<file path="src/rtl/branch_pc_sequencer.sv">
`default_nettype none
// ============================================================================
// Module   : branch_pc_sequencer
// Brief    : Program-counter owner. Sequences PC+4 fetch, absolute jumps and
//            conditional branches that wait for the ALU condition, with a
//            saturating taken-branch counter and a sticky condition-timeout
//            flag.
// Revision : 1.0 - initial release
// ============================================================================
module branch_pc_sequencer #(
  parameter int                  PC_WIDTH     = 32,
  parameter logic [PC_WIDTH-1:0] RESET_PC     = '0,
  parameter int                  COND_TIMEOUT = 4,
  parameter int                  CNT_WIDTH    = 16
) (
  input  logic                 clk,
  input  logic                 reset,
  input  logic                 stall,
  input  logic                 jump_req,
  input  logic [PC_WIDTH-1:0]  jump_target,
  input  logic                 br_req,
  input  logic [PC_WIDTH-1:0]  br_imm,
  input  logic                 cond_valid,
  input  logic                 cond_taken,
  output logic [PC_WIDTH-1:0]  pcOut,
  output logic                 pc_valid,
  output logic                 wait_busy,
  output logic [CNT_WIDTH-1:0] taken_count,
  output logic                 cond_timeout_err
);

  typedef enum logic [0:0] {
    S_RUN  = 1'b0,
    S_WAIT = 1'b1
  } state_t;

  localparam logic [PC_WIDTH-1:0] C_PC_STEP   = PC_WIDTH'(4);
  localparam logic [3:0]          C_TMO_LIMIT = 4'(COND_TIMEOUT);

  state_t                state_q;
  logic [PC_WIDTH-1:0]   pc_q;
  logic                  pc_valid_q;
  logic                  wait_busy_q;
  logic [CNT_WIDTH-1:0]  taken_count_q;
  logic                  err_q;
  logic [PC_WIDTH-1:0]   target_q;
  logic [PC_WIDTH-1:0]   fallthrough_q;
  logic [3:0]            tmo_q;

  logic [PC_WIDTH-1:0]   pc_plus4_d;
  logic [PC_WIDTH-1:0]   br_target_d;
  logic [PC_WIDTH-1:0]   jump_addr_d;
  logic [3:0]            tmo_d;
  logic                  cnt_sat;
  logic                  unused_bits;

  // Address arithmetic: all modulo 2^PC_WIDTH, the offset shift drops the top
  // two bits of br_imm and jump addresses are forced word aligned.
  assign pc_plus4_d  = pc_q + C_PC_STEP;
  assign br_target_d = pc_plus4_d + {br_imm[PC_WIDTH-3:0], 2'b00};
  assign jump_addr_d = {jump_target[PC_WIDTH-1:2], 2'b00};
  assign tmo_d       = tmo_q + 4'd1;
  assign cnt_sat     = &taken_count_q;
  assign unused_bits = ^{br_imm[PC_WIDTH-1:PC_WIDTH-2], jump_target[1:0]};

  // Sequencer FSM: RUN fetches / decodes redirects, WAIT resolves a branch.
  always_ff @(posedge clk or posedge reset) begin
    if (reset) begin
      state_q       <= S_RUN;
      pc_q          <= RESET_PC;
      pc_valid_q    <= 1'b1;
      wait_busy_q   <= 1'b0;
      taken_count_q <= '0;
      err_q         <= 1'b0;
      target_q      <= '0;
      fallthrough_q <= '0;
      tmo_q         <= '0;
    end else begin
      case (state_q)
        S_RUN: begin
          if (stall) begin
            // hold everything; redirect requests are dropped while stalled
          end else if (jump_req) begin
            pc_q <= jump_addr_d;
          end else if (br_req) begin
            target_q      <= br_target_d;
            fallthrough_q <= pc_plus4_d;
            tmo_q         <= '0;
            state_q       <= S_WAIT;
            pc_valid_q    <= 1'b0;
            wait_busy_q   <= 1'b1;
          end else begin
            pc_q <= pc_plus4_d;
          end
        end
        S_WAIT: begin
          if (cond_valid) begin
            // A condition arriving on the timeout cycle still resolves normally.
            pc_q <= cond_taken ? target_q : fallthrough_q;
            if (cond_taken && !cnt_sat) begin
              taken_count_q <= taken_count_q + 1'b1;
            end
            state_q     <= S_RUN;
            pc_valid_q  <= 1'b1;
            wait_busy_q <= 1'b0;
          end else begin
            tmo_q <= tmo_d;
            if (tmo_d == C_TMO_LIMIT) begin
              pc_q        <= fallthrough_q;
              err_q       <= 1'b1;
              state_q     <= S_RUN;
              pc_valid_q  <= 1'b1;
              wait_busy_q <= 1'b0;
            end
          end
        end
        default: begin
          state_q     <= S_RUN;
          pc_valid_q  <= 1'b1;
          wait_busy_q <= 1'b0;
        end
      endcase
    end
  end

  assign pcOut            = pc_q;
  assign pc_valid         = pc_valid_q;
  assign wait_busy        = wait_busy_q;
  assign taken_count      = taken_count_q;
  assign cond_timeout_err = err_q;

endmodule
`default_nettype wire

</file>
<file path="config.mk">
export PLATFORM = sky130hd
export DESIGN_NAME = branch_pc_sequencer
export DESIGN_NICKNAME = d
export VERILOG_FILES = /design/src/rtl/branch_pc_sequencer.sv
export SDC_FILE = /design/constraint.sdc
export NUM_CORES = 1
export LEC_CHECK = 0
export CORE_AREA = 2 2 135 137
export DETAILED_ROUTE_END_ITERATION = 10
export DIE_AREA = 0 0 137 139
export PLACE_DENSITY = 0.75
export SLEW_MARGIN = 20
export SYNTH_ARGS = -nofsm -noshare
export SYNTH_HDL_FRONTEND = slang
export SYNTH_SLANG_ARGS = --single-unit
</file>
<file path="constraint.sdc">
create_clock -name clk -period 3.6 [get_ports clk]
set_input_delay 0.54 -clock clk [delete_from_list [all_inputs] [get_ports clk]]
set_output_delay 0.54 -clock clk [all_outputs]
set_load 0.02 [all_outputs]
</file>
==> qor.txt, run 1 <==
Critical path buffers and inverters: 1
GRT Total Usage: 24.1%
Synth-to-Final Area Change: 28.8%
Setup Skew: 0.0138 ns
Combinational Power Share: 40.9%
Setup_tns: 0 ns
Mapped Nets: 1049
Switching part of the total: 38.6%
DRT antenna net count: 0
Register area share after synthesis: 38.0%
Proportion of layout cells with a drive suffix above 1: 10.4%
Cell internal pwr: 3910 µW
I/O Pins: 122
Mapped Area: 7780 µm²
Pin count of the biggest net entering global routing: 46
Chip width: 137 µm
Vias per cell: 5.49
Post-synthesis async set-or-reset flop share: 100%
Core footprint: 17700 µm²
Syn_area_per_cell: 8.30 µm²
Total Power: 6370 µW
Post-DP HPWL: 16.1 mm
Routed wire per std cell: 17.1 µm
CTS HTree Levels: 4
Dominant cell type by area after synthesis: dfrtp_1
Worst Path Required: 3.95 ns
Share of the synthesized area in the top cell type: 37.6%
Maximum vdd drop: 0.383 mV
Row count: 49
Net Switching: 2460 µW
Maximum fanout along the worst path: 6
1st-iter DRT viols: 506
Power density cells: 636 nW/µm²
Routed WL: 22.5 mm
Critical-path top delay cell: or4_1
CTS sink count: 118
Slew HR: 45.9%
First-pass GRT wire length: 35.9 mm
Root Buffer: clkbuf_16
Post-Layout Cell Count: 1312
Placed insts: 1278
Period minus WS final: 3.43 ns
DP Area: 9400 µm²
Clock network power share: 26.5%
Yosys cell types: 57
RSZ-0062 raised after global routing: false
Tcrit/Tclk final: 95.2%
PortBufs: 117
Run status: finished clean
DRC violations left: 0
Sequential share of power: 32.6%
Reg clk slew, reported paths: 0.06 ns
Count leader, synth: nand2_1
CP startpoint kind: flip-flop
Fill cell count: 1615
WS Path Type: flip-flop to flip-flop
Crit-path max cell delay: 0.42 ns
Instance count of the mapped netlist: 937
Final setup violation count: 0
Vias: 7208
Slew Viols, Final: 0
Leak Pwr: 0.00462 µW
Inserted Clock Buffers: 17
EDFF count, synth: 0
Nets: 1182
Worst-margin pin slew: 0.809 ns
Max_cap viols: 0
ANT cells: 0
Antenna violations before repair: 0
DR pass1 iterations: 5
Clock buffer depth: 2
CTS tree: yes
Non-Filler Cell Area, Final: 10000 µm²
Die height: 139 µm
Crit. End Element: flip-flop
YS warnings: 0
FF+latch count, synth: 118
Max Fclk: 292 MHz
Vias in the first global route: 6747
Clock Latency Late Sink: 0.43 ns
Main flop type after synthesis: dfrtp_1
Synth area leaders: dfrtp_1 38%, nand2_1 12%, ha_1 6.4%, o21ai_0 5.1%, xnor2_1 4.2%
Commonest cells in the netlist: 254 x nand2_1, 117 x dfrtp_1, 79 x o21ai_0
Critical-path cell list: and4_2, and4_1, and2_2, xor2_1, ha_1, a21oi_1, o21ai_0, a221oi_2, buf_4, a21boi_0, or4_1, nand3_1
CTS hold repair buffers: 0
Gr ovfl total: 0
Die area: 19000 µm²
Final Core Density: 56.8%
Routability Congestion: 0.890
CP top delay family: simple AND/OR/NAND/NOR gates
Critical path arrival: 3.78 ns
Initial Utilization: 44.1%
Tightest Hold Check Type: flip-flop to flip-flop
Hold Violations, Final: 0
==> per-stage QoR <==
step | worst slack [ns] | hold WS (ns)
finish | 0.172 | 0.476
global route | 0.0459 | 0.493
CTS | 0.0916 | 0.477
detailed placement | 0.106 | 0.463
global placement | 0.133 | 0.458
floorplan | 0.284 | 0.445
==> worst reg2reg max path: cells and delay by family, from the launching register on <==
| kind | cells | cell delay [ns] |
|---|---|---|
| flops | 1 | 0.41 |
| compound gates | 4 | 0.83 |
| simple gates | 5 | 1.32 |
| buf+inv | 1 | 0.17 |
| fa+ha+maj | 1 | 0.35 |
| xor+xnor | 1 | 0.27 |
==> power groups by stage <==
stage | Combinational, µW | Clock (µW) | Sequential (µW)
floorplan | 1530 | 0 | 2170
global placement | 2520 | 0 | 2070
detailed placement | 2560 | 0 | 2080
CTS | 2580 | 1710 | 2070
global route | 2890 | 1760 | 2130
finish | 2610 | 1690 | 2080
==> state kept, by name (all words and copies together) (netlist names) <==
| register | flops |
|---|---|
| cond_timeout_err | 1 |
| fallthrough_q | 30 |
| pcOut | 32 |
| pc_valid | 1 |
| state_q | 1 |
| taken_count | 16 |
| target_q | 32 |
| tmo_q | 4 |
| wait_busy | 1 |
==> layer usage <==
metal  routed length, µm  vias to the layer above  track usage [%]  share of wire [%]
li1                    -                     3534                -                  -
met1               10200                     3408             33.8                 45
met2               10600                      239             37.8                 47
met3                1350                       27             4.42                6.0
met4                 364                        0             7.33                1.6
met5                   0                        -                0                  0
==> layout by cell type, fill, tap and decap left out, types with 8 or more instances in the layout <==
cell             instances
a21o_1                  10
a21oi_1                 48
a31oi_1                  8
and2_1                  11
and3_1                  16
buf_4                   40
clkbuf_16               17
clkdlybuf4s50_1        117
dfrtp_1                114
ha_1                    39
inv_1                   16
mux2_2                  12
mux2i_1                 24
nand2_1                254
nand3_1                 29
nand4_1                 21
nor2_1                  35
o211ai_1                14
o21a_1                  10
o21ai_0                 78
xnor2_1                 36
xor2_1                  27
==> logic make-up after synthesis <==
group | synth area share, %
AO/OA/AOI/OAI | 16.4
XOR/XNOR | 7.41
adder cells (fa/ha/maj) | 6.69
buffers and inverters | 3.17
flip-flops | 38.0
multiplexers | 4.82
AND/OR/NAND/NOR | 23.6
==> area by class of cell <==
class | count | area [µm²] | share of cell area [%]
Timing Repair Buffer | 159 | 1510 | 15.1
Inverter | 18 | 71.3 | 0.712
Tap cell | 229 | 287 | 2.86
Multi-Input combinational cell | 756 | 4620 | 46.1
Sequential cell | 118 | 2960 | 29.5
Clock inverter | 15 | 153 | 1.52
Clock buffer | 17 | 425 | 4.25
==> repair_timing <==
item                       in CTS  in global routing
resized for setup               0                  9
setup endpoints to repair       0                  9
setup buffers                   0                  2
==> final timing paths <==
kind	start	end	slack (ns)	cells past startpoint
max	pcOut[4]	target_q[27]	0.17	12
max in group asynchronous	reset	fallthrough_q[14]	2.20	3
min	fallthrough_q[9]	fallthrough_q[9]	0.48	2
min reg2reg	fallthrough_q[9]	fallthrough_q[9]	0.48	2
max reg2reg	pcOut[4]	target_q[27]	0.17	12
min in group asynchronous	reset	fallthrough_q[23]	0.61	2
(Power assumes the default switching activity.)
==> run 2: changes to the inputs <==
Settings changed: REMOVE_ABC_BUFFERS set to 1.
==> run 2 against run 1 <==
Critical path depth is 1 higher. Worst setup slack got worse by 0.059 ns. Sequential share of layout area is 0.16 points lower. Power rose by 2.0%. Die area did not move. Routed wire length increased by 0.55%. Via count up 1.7%. Largest power group unchanged.
==> qor.txt, run 2 (synthesized netlist as in run 1, its figures left out) <==
Run status: finished clean
Gr ovfl total: 0
Clock network power share: 27.7%
Vias in the first global route: 7003
Final setup violation count: 0
WS Path Type: flip-flop to flip-flop
Most frequent cells in the layout: 254 x nand2_1, 117 x clkdlybuf4s50_1, 113 x dfrtp_1
Hold Path Depth: 2
Crit. End Element: flip-flop
Tightest Hold Check Type: flip-flop to flip-flop
M3 GR Usage: 4.50%
Reg clk slew, reported paths: 0.06 ns
Net Switching: 2440 µW
Sequential share of power: 32.2%
Proportion of layout cells with a drive suffix above 1: 10.9%
Worst-margin pin slew: 1.00 ns
1st-iter DRT viols: 535
DP Area: 9380 µm²
Vias per cell: 5.59
Slew Viols, Final: 0
CTS HTree Levels: 4
Die height: 139 µm
CP startpoint kind: flip-flop
Max_cap viols: 0
Hold Violations, Final: 0
CTS tree: yes
Dpl ws: 0.107 ns
Postcts setup bufs: 0
Post-DP HPWL: 16.2 mm
Pin count of the biggest net entering global routing: 57
DRT antenna net count: 0
Tcrit/Tclk final: 96.8%
Cell internal pwr: 4070 µW
Routability Congestion: 0.886
Slew HR: 32.9%
DRC violations left: 0
Clock Latency Late Sink: 0.42 ns
Worst Path Required: 3.88 ns
I/O Pins: 122
WHS: 0.475 ns
Inserted Clock Buffers: 17
Met2 Usage GRT: 38.8%
Total Power: 6500 µW
Root Buffer: clkbuf_16
Period minus WS final: 3.49 ns
Row count: 49
DR pass1 iterations: 7
Combinational Power Share: 40.2%
Maximum vdd drop: 0.367 mV
GR met1 Demand/Resource: 31.8%
Fill cell count: 1579
Clock buffer depth: 2
Routed wire per std cell: 17.2 µm
First-pass GRT wire length: 36.0 mm
Synth-to-Final Area Change: 29.5%
CTS resizes: 0
Switching part of the total: 37.5%
Die area: 19000 µm²
Power density cells: 645 nW/µm²
Reg2reg path depth: 13
Commonest non-fill, non-tap cell in the layout: nand2_1
Vias: 7334
Core footprint: 17700 µm²
Maximum fanout along the worst path: 6
CTS hold repair buffers: 0
ANT cells: 0
Nets: 1181
Setup Skew: 0.00857 ns
Leak Pwr: 0.00462 µW
Grt peak-use layer: met2
GRT Total Usage: 24.0%
Chip width: 137 µm
Critical path arrival: 3.77 ns
PortBufs: 117
CTS sink count: 118
Antenna violations before repair: 0
Initial Utilization: 44.1%
Non-Filler Cell Area, Final: 10100 µm²
Max Fclk: 287 MHz
Routed WL: 22.6 mm
Final WS setup: 0.114 ns
run 2: worst max-delay path, stage by stage (launching register included):
cell     delay (ns)
dfrtp_1        0.46
and4_2         0.31
and4_1         0.26
buf_4          0.14
and3_1         0.28
and2_1         0.22
xor2_1         0.30
ha_1           0.36
a21o_1         0.18
a21oi_1        0.14
nor2b_1        0.06
a31oi_1        0.29
and4_4         0.27
o31ai_2        0.05
run 2: power groups by stage:
stage	clock network, µW	registers [µW]	logic [µW]
2_1_floorplan	0	2190	1490
3_3_place_gp	0	2080	2490
3_5_place_dp	0	2090	2550
4_1_cts	1810	2070	2570
5_1_grt	1870	2140	2890
6_report	1800	2090	2610
run 2: final cells by class:
cell class / count / area [µm²] / share of cell area (%)
Inverter: 18 / 70.1 / 0.695
Sequential cell: 118 / 2960 / 29.4
Clock inverter: 12 / 178 / 1.76
Multi-Input combinational cell: 756 / 4660 / 46.2
Timing Repair Buffer: 158 / 1480 / 14.7
Clock buffer: 20 / 447 / 4.43
Tap cell: 229 / 287 / 2.84
run 2: routing by layer:
layer | share of wire [%] | wire, µm
met1 | 43 | 9740
met4 | 2.4 | 547
met2 | 48 | 10700
met5 | 0 | 0
met3 | 6.9 | 1570
run 2: path summary, 6_finish.rpt:
path	startpoint	end	slack, ns
min in group asynchronous	reset	pcOut[0]	0.61
max reg2reg	pcOut[7]	target_q[31]	0.11
min	fallthrough_q[29]	fallthrough_q[29]	0.47
max in group asynchronous	reset	pcOut[6]	2.16
min reg2reg	fallthrough_q[29]	fallthrough_q[29]	0.47
max	pcOut[7]	target_q[31]	0.11
run 2: metrics by stage:
step,utilization (%),instances,TNS [ns]
after CTS,56.6,1311,0
after floorplan,-,892,-7.89
after detailed placement,53.1,1279,0
after global placement,53.1,1279,0
final,57.1,1311,0
after global routing,57.1,1311,-0.0467
